--- config.mk ---
export PLATFORM = sky130hd
export DESIGN_NAME = mac_seq_ctrl_flat
export DESIGN_NICKNAME = d
export VERILOG_FILES = /design/src/rtl/mac_seq_pkg.sv /design/src/rtl/mac_seq_ctrl_if.sv /design/src/rtl/mac_seq_wdog.sv /design/src/rtl/mac_seq_ctrl.sv /design/src/flat_wrapper.sv
export SDC_FILE = /design/constraint.sdc
export NUM_CORES = 1
export LEC_CHECK = 0
export BUFFER_PORTS_ARGS = -buffer_cell sky130_fd_sc_hd__buf_2
export CELL_PAD_IN_SITES_DETAIL_PLACEMENT = 1
export CELL_PAD_IN_SITES_GLOBAL_PLACEMENT = 1
export CORE_MARGIN = 8
export CORE_UTILIZATION = 33
export DETAILED_ROUTE_END_ITERATION = 8
export PLACE_DENSITY_LB_ADDON = 0.1
export SYNTH_ARGS = -nofsm -noshare
export SYNTH_HDL_FRONTEND = slang
export SYNTH_SLANG_ARGS = --single-unit
--- constraint.sdc ---
create_clock -name clk -period 3 [get_ports clk]
set_input_delay 0.6 -clock clk [delete_from_list [all_inputs] [get_ports clk]]
set_output_delay 0.6 -clock clk [all_outputs]
set_load 0.03 [all_outputs]
--- src/rtl/mac_seq_pkg.sv ---
// Shared types and sizing for the MAC sequencing controller.
// Used by the controller, its bus interface and the optional watchdog (MAC_SEQ_TIMEOUT_EN).
package mac_seq_pkg;

  localparam int LEN_W      = 8;
  localparam int OP_W       = 8;
  localparam int ACC_W      = 16;
  localparam int WDOG_LIMIT = 255;
  localparam int WDOG_W     = 8;

  typedef enum logic [2:0] {
    IDLE,
    CLEAR,
    RUN,
    DRAIN,
    RESULT
  } state_e;

endpackage

--- src/rtl/mac_seq_ctrl_if.sv ---
// Bundles the job-control, operand, result and MAC-datapath signals of mac_seq_ctrl.
// The controller uses the slave modport; the environment (bench or MAC wrapper) uses master.
interface mac_seq_ctrl_if;
  import mac_seq_pkg::*;

  logic             start;
  logic [LEN_W-1:0] len;
  logic             abort;
  logic             busy;

  logic             op_valid;
  logic             op_ready;
  logic [OP_W-1:0]  op_a;
  logic [OP_W-1:0]  op_b;

  logic             res_valid;
  logic             res_ready;
  logic [ACC_W-1:0] res_data;
  logic             timeout;

  logic             mac_clr;
  logic             mac_acc_en;
  logic [OP_W-1:0]  mac_a;
  logic [OP_W-1:0]  mac_b;
  logic [ACC_W-1:0] mac_acc;

  modport slave (
    input  start, len, abort, op_valid, op_a, op_b, res_ready, mac_acc,
    output busy, op_ready, res_valid, res_data, timeout,
           mac_clr, mac_acc_en, mac_a, mac_b
  );

  modport master (
    output start, len, abort, op_valid, op_a, op_b, res_ready, mac_acc,
    input  busy, op_ready, res_valid, res_data, timeout,
           mac_clr, mac_acc_en, mac_a, mac_b
  );

endinterface

--- src/rtl/mac_seq_wdog.sv ---
// Stall watchdog for the RUN phase: counts consecutive cycles without an operand handshake.
// Only instantiated when MAC_SEQ_TIMEOUT_EN is defined.
module mac_seq_wdog
  import mac_seq_pkg::*;
(
  input  logic clk,
  input  logic rst,
  input  logic run_i,
  input  logic hs_i,
  output logic expire_o
);

  logic [WDOG_W-1:0] count_q, count_d;

  // NOTE: every combinational output gets a default first so no path can infer a latch.
  always_comb begin
    count_d = count_q;
    if (!run_i || hs_i) begin
      count_d = '0;
    end else if (count_q != WDOG_W'(WDOG_LIMIT)) begin
      count_d = count_q + 1'b1;
    end
  end

  // The current idle cycle is the one that brings the count to the limit.
  assign expire_o = run_i && !hs_i && (count_q == WDOG_W'(WDOG_LIMIT - 1));

  // NOTE: state registers use non-blocking assignments only.
  always_ff @(posedge clk) begin
    if (rst) begin
      count_q <= '0;
    end else begin
      count_q <= count_d;
    end
  end

endmodule

--- src/rtl/mac_seq_ctrl.sv ---
// Job sequencer for an external multiply-accumulate datapath: clear, stream N operand pairs, return the sum.
// Define MAC_SEQ_TIMEOUT_EN to add a RUN-phase stall watchdog that ends the job with timeout=1.
module mac_seq_ctrl
  import mac_seq_pkg::*;
(
  input  logic           clk,
  input  logic           rst,
  mac_seq_ctrl_if.slave  bus
);

  state_e           state_q, state_d;
  logic [LEN_W-1:0] rem_q, rem_d;
  logic [ACC_W-1:0] res_q, res_d;
  logic             to_q, to_d;
  logic             hs;
  logic             wdog_expire;

  // Abort and reset both veto the handshake so the MAC never accumulates in those cycles.
  assign hs = (state_q == RUN) && bus.op_valid && !bus.abort && !rst;

`ifdef MAC_SEQ_TIMEOUT_EN
  mac_seq_wdog u_wdog (
    .clk      (clk),
    .rst      (rst),
    .run_i    (state_q == RUN),
    .hs_i     (hs),
    .expire_o (wdog_expire)
  );
`else
  assign wdog_expire = 1'b0;
`endif

  always_comb begin
    state_d = state_q;
    rem_d   = rem_q;
    res_d   = res_q;
    to_d    = to_q;

    unique case (state_q)
      IDLE: begin
        if (bus.start) begin
          to_d = 1'b0;
          if (bus.len == '0) begin
            res_d   = '0;
            state_d = RESULT;
          end else begin
            rem_d   = bus.len;
            state_d = CLEAR;
          end
        end
      end
      CLEAR: state_d = RUN;
      RUN: begin
        if (hs) begin
          rem_d = rem_q - LEN_W'(1);
          if (rem_q == LEN_W'(1)) begin
            state_d = DRAIN;
          end
        end else if (wdog_expire) begin
          to_d    = 1'b1;
          state_d = DRAIN;
        end
      end
      // The last accumulate lands on the edge entering DRAIN, so mac_acc is final here.
      DRAIN: begin
        res_d   = bus.mac_acc;
        state_d = RESULT;
      end
      RESULT: begin
        if (bus.res_ready) begin
          state_d = IDLE;
        end
      end
      default: state_d = IDLE;
    endcase

    if (bus.abort) begin
      state_d = IDLE;
      rem_d   = '0;
      to_d    = 1'b0;
    end
  end

  always_ff @(posedge clk) begin
    if (rst) begin
      state_q <= IDLE;
      rem_q   <= '0;
      res_q   <= '0;
      to_q    <= 1'b0;
    end else begin
      state_q <= state_d;
      rem_q   <= rem_d;
      res_q   <= res_d;
      to_q    <= to_d;
    end
  end

  always_comb begin
    bus.busy       = (state_q != IDLE);
    bus.mac_clr    = (state_q == CLEAR) && !rst;
    bus.op_ready   = (state_q == RUN) && !bus.abort && !rst;
    bus.mac_acc_en = hs;
    bus.mac_a      = hs ? bus.op_a : '0;
    bus.mac_b      = hs ? bus.op_b : '0;
    bus.res_valid  = (state_q == RESULT) && !bus.abort && !rst;
    bus.res_data   = res_q;
    bus.timeout    = to_q && !rst;
  end

endmodule
--- src/flat_wrapper.sv ---
// flat-port wrapper written by rule: the top's interface ports become plain ports
module mac_seq_ctrl_flat import mac_seq_pkg::*;
  (clk, rst, bus_start, bus_len, bus_abort, bus_op_valid, bus_op_a, bus_op_b, bus_res_ready, bus_mac_acc, bus_busy, bus_op_ready, bus_res_valid, bus_res_data, bus_timeout, bus_mac_clr, bus_mac_acc_en, bus_mac_a, bus_mac_b);
  mac_seq_ctrl_if bus_i ();
  input  logic clk;
  input  logic rst;
  input wire logic [$bits(bus_i.start)-1:0] bus_start;
  input wire logic [$bits(bus_i.len)-1:0] bus_len;
  input wire logic [$bits(bus_i.abort)-1:0] bus_abort;
  input wire logic [$bits(bus_i.op_valid)-1:0] bus_op_valid;
  input wire logic [$bits(bus_i.op_a)-1:0] bus_op_a;
  input wire logic [$bits(bus_i.op_b)-1:0] bus_op_b;
  input wire logic [$bits(bus_i.res_ready)-1:0] bus_res_ready;
  input wire logic [$bits(bus_i.mac_acc)-1:0] bus_mac_acc;
  output wire logic [$bits(bus_i.busy)-1:0] bus_busy;
  output wire logic [$bits(bus_i.op_ready)-1:0] bus_op_ready;
  output wire logic [$bits(bus_i.res_valid)-1:0] bus_res_valid;
  output wire logic [$bits(bus_i.res_data)-1:0] bus_res_data;
  output wire logic [$bits(bus_i.timeout)-1:0] bus_timeout;
  output wire logic [$bits(bus_i.mac_clr)-1:0] bus_mac_clr;
  output wire logic [$bits(bus_i.mac_acc_en)-1:0] bus_mac_acc_en;
  output wire logic [$bits(bus_i.mac_a)-1:0] bus_mac_a;
  output wire logic [$bits(bus_i.mac_b)-1:0] bus_mac_b;
  assign bus_i.start = bus_start;
  assign bus_i.len = bus_len;
  assign bus_i.abort = bus_abort;
  assign bus_i.op_valid = bus_op_valid;
  assign bus_i.op_a = bus_op_a;
  assign bus_i.op_b = bus_op_b;
  assign bus_i.res_ready = bus_res_ready;
  assign bus_i.mac_acc = bus_mac_acc;
  assign bus_busy = bus_i.busy;
  assign bus_op_ready = bus_i.op_ready;
  assign bus_res_valid = bus_i.res_valid;
  assign bus_res_data = bus_i.res_data;
  assign bus_timeout = bus_i.timeout;
  assign bus_mac_clr = bus_i.mac_clr;
  assign bus_mac_acc_en = bus_i.mac_acc_en;
  assign bus_mac_a = bus_i.mac_a;
  assign bus_mac_b = bus_i.mac_b;
  mac_seq_ctrl u_core (.clk(clk), .rst(rst), .bus(bus_i));
endmodule
==> results.txt <==
----------------------------------------------------
[Synth]
  Synthesis warning total ... 0
  EDFF count, synth ... 0
  Avg Inst Size Synth ... 9.09 um^2
  Synthesized netlist net count ... 206
  Share of synthesized registers carrying an async set or reset ... 0%
  Top_reg_cell synth ... sky130_fd_sc_hd__dfxtp_1
  Post-Syn Instances ... 158
  Synthesized flop and latch total ... 27
  Cell Area, Synth ... 1440 um^2
  Number of distinct library cells after synthesis ... 48
  Seq/Total Area, Yosys ... 37.6%

[Clocking]
  Inserted Clock Buffers ... 3
  Buffers from clock root to sink, at most ... 2
  Clock Sinks ... 27
  CTS tree ... built
  Number of buffers inserted by post-CTS setup repair ... 0
  Number of hold buffers added after cts ... 0
  Number of resized instances in the post-cts repair step ... 0
  Clock-pin slew on the worst setup and hold paths ... 0.11 ns
  Library cell used as clock root buffer ... sky130_fd_sc_hd__clkbuf_8
  # H-tree levels ... 1
  Clock latency at the later pin of the worst-skew pair ... 0.28 ns

[Finish]
  Fin nets ... 285
  Synthesis-to-finish area growth ... 34.3%
  Layout cells sized above 1 ... 43.6%
  Diodes inserted ... 0
  Final cell utilization of the core ... 45.2%
  Design area ... 1930 um^2

[STA]
  Final Hold Violating Endpoints ... 0
  Crit path time final ... 2.52 ns
  Setup TNS after final layout ... 0 ns
  Setup Viol. Count Final ... 0
  Transition time of the tightest slew-check pin ... 0.926 ns
  Maximum clock skew at final layout ... 0.00375 ns
  Top achievable clock speed ... 397 MHz
  Setup repair after global routing missed its margin ... no
  Crit path setup slack, layout ... 0.484 ns
  Tightest slew margin relative to the limit ... 37.9%
  Post-route fraction of the period consumed by the critical path ... 83.9%
  Final Slew Violations ... 0

[Setup path]
  Type of destination of the critical path ... output port
  Critical path class ... flop to output port
  Worst Path Required ... 2.40 ns
  Slack of the worst reg-to-reg path ... 1.05 ns
  Path depth of the worst reg2reg path ... 4
  Kind of start point of the critical path ... flop
  Largest fanout on the critical path ... 14
  Arrival @ worst endpoint ... 1.92 ns

[Power and ir drop]
  Power per cell area ... 366 nW/um^2
  Leak ... 0.000941 uW
  Total power of the final layout ... 706 uW
  Peak ir drop on the vdd network ... 0.000210 V

[Die]
  Chip height ... 82.0 um
  Core area ... 4260 um^2
  Horiz. Die Dim ... 82.0 um
  Effective utilization at floorplan ... 33.7%
  Number of I/O pins ... 84
  Die Outline Area ... 6720 um^2
  Row Count ... 24

[Min path]
  Tightest Hold Check Type ... flop to flop
  Hold Path Depth ... 2

[GRT]
  Pin count of the biggest net entering global routing ... 19
  Global-route wire length before repair ... 8080 um
  Antenna violations before repair ... 0
  Via count of the first global-routing pass ... 1595
  GRT Residual Overflow ... 0
  Total routing usage reported by global routing ... 15.3%

[Placed design]
  Number of input and output port buffers inserted ... 82
  Final Wtd Congestion ... 0.853
  Post-DP HPWL ... 4080 um
  Cell area reported after detailed placement ... 1880 um^2
  DP Worst Slack ... 0.647 ns

[Route]
  Post-route DRC ... 0
  Total via count after detailed routing ... 1558
  Initial DRC count ... 89
  Average routed wire per standard cell ... 17.6 um
  Final Routed Wirelength ... 5070 um
  Number of nets with antenna violations after detailed routing ... 0
  Vias per inst ... 5.41
  Router iterations before antenna repair ... 4

[Flow run]
  Number of maximum-capacitance constraint violations ... 0

[Outcome]
  Result of the run ... finished, final reports clean

----------------------------------------------------
worst paths after layout:
| kind | from | endpoint |
|---|---|---|
| hold / removal | u_core.rem_q[7] | u_core.rem_q[7] |
| setup reg to reg | u_core.state_q[1] | u_core.bus.res_data[4] |
| setup / recovery | u_core.state_q[1] | bus_op_ready |
| hold reg to reg | u_core.rem_q[7] | u_core.rem_q[7] |
routing by layer:
metal  up-vias  track usage [%]  share of wire, %
li1        746                -                 -
met1       754             18.4                41
met2        52             25.5                50
met3         6             5.14               7.0
met4         0             3.86               1.4
met5         -                0                 0
placed cells by master, fill, tap and decap left out, types with 3 or more instances in the layout:
cell,count
sky130_fd_sc_hd__nor4b_1,3
sky130_fd_sc_hd__inv_1,4
sky130_fd_sc_hd__a21oi_1,10
sky130_fd_sc_hd__a22o_1,16
sky130_fd_sc_hd__nor3_1,4
sky130_fd_sc_hd__dfxtp_1,27
sky130_fd_sc_hd__o22ai_1,4
sky130_fd_sc_hd__buf_2,82
sky130_fd_sc_hd__buf_4,4
sky130_fd_sc_hd__nor2_1,5
sky130_fd_sc_hd__nand3_1,4
sky130_fd_sc_hd__and2_1,16
sky130_fd_sc_hd__nand2_1,12
sky130_fd_sc_hd__clkbuf_8,3
where the power goes:
part | internal [uW] | switching (uW)
Sequential | 364 | 7.61
Clock | 98.0 | 133
Combinational | 47.1 | 56.3
registers in the layout (all words and copies together), names as in the netlist:
register	cells
u_core.bus.res_data	16
u_core.rem_q	8
u_core.state_q	3
worst max-delay path, cell delays in order (launching register included):
cell and delay [ns]:
sky130_fd_sc_hd__dfxtp_1 0.59, sky130_fd_sc_hd__or3b_2 0.66, sky130_fd_sc_hd__nor2_1 0.16, sky130_fd_sc_hd__buf_2 0.22
metrics by stage:
step,instances,hold WS (ns)
finish,288,0.484
CTS,288,0.478
floorplan,158,0.436
global placement,284,0.450
global route,288,0.501
detailed placement,284,0.460
synth_stat cells, types with 3 or more instances:
cell type	instances	share of area (%)
sky130_fd_sc_hd__inv_1	4	1.0
sky130_fd_sc_hd__o22ai_1	4	1.7
sky130_fd_sc_hd__nor4b_1	3	1.8
sky130_fd_sc_hd__clkbuf_1	7	1.8
sky130_fd_sc_hd__nand2_1	12	3.1
sky130_fd_sc_hd__nor3_1	4	1.4
sky130_fd_sc_hd__dfxtp_1	27	38
sky130_fd_sc_hd__a22o_1	16	9.8
sky130_fd_sc_hd__nor2_1	5	1.3
sky130_fd_sc_hd__a21oi_1	10	3.5
sky130_fd_sc_hd__nand3_1	4	1.4
sky130_fd_sc_hd__and2_1	16	7.0
final cells by class:
type | count | area [um^2]
Timing Repair Buffer | 86 | 440
Multi-Input combinational cell | 115 | 818
Sequential cell | 27 | 541
Fill cell | 552 | 2330
Clock buffer | 3 | 41.3
Tap cell | 52 | 65.1
Clock inverter | 1 | 8.76
Inverter | 4 | 15.0
cells by family after synthesis:
| family | share of synthesized area [%] |
|---|---|
| AO/OA/AOI/OAI | 25.4 |
| XOR/XNOR | 0.610 |
| adder cells (fa/ha/maj) | 1.74 |
| buffers and inverters | 5.84 |
| flip-flops | 37.6 |
| other | 0.261 |
| AND/OR/NAND/NOR | 28.5 |
No activity file was read; power rests on OpenSTA's default activity.
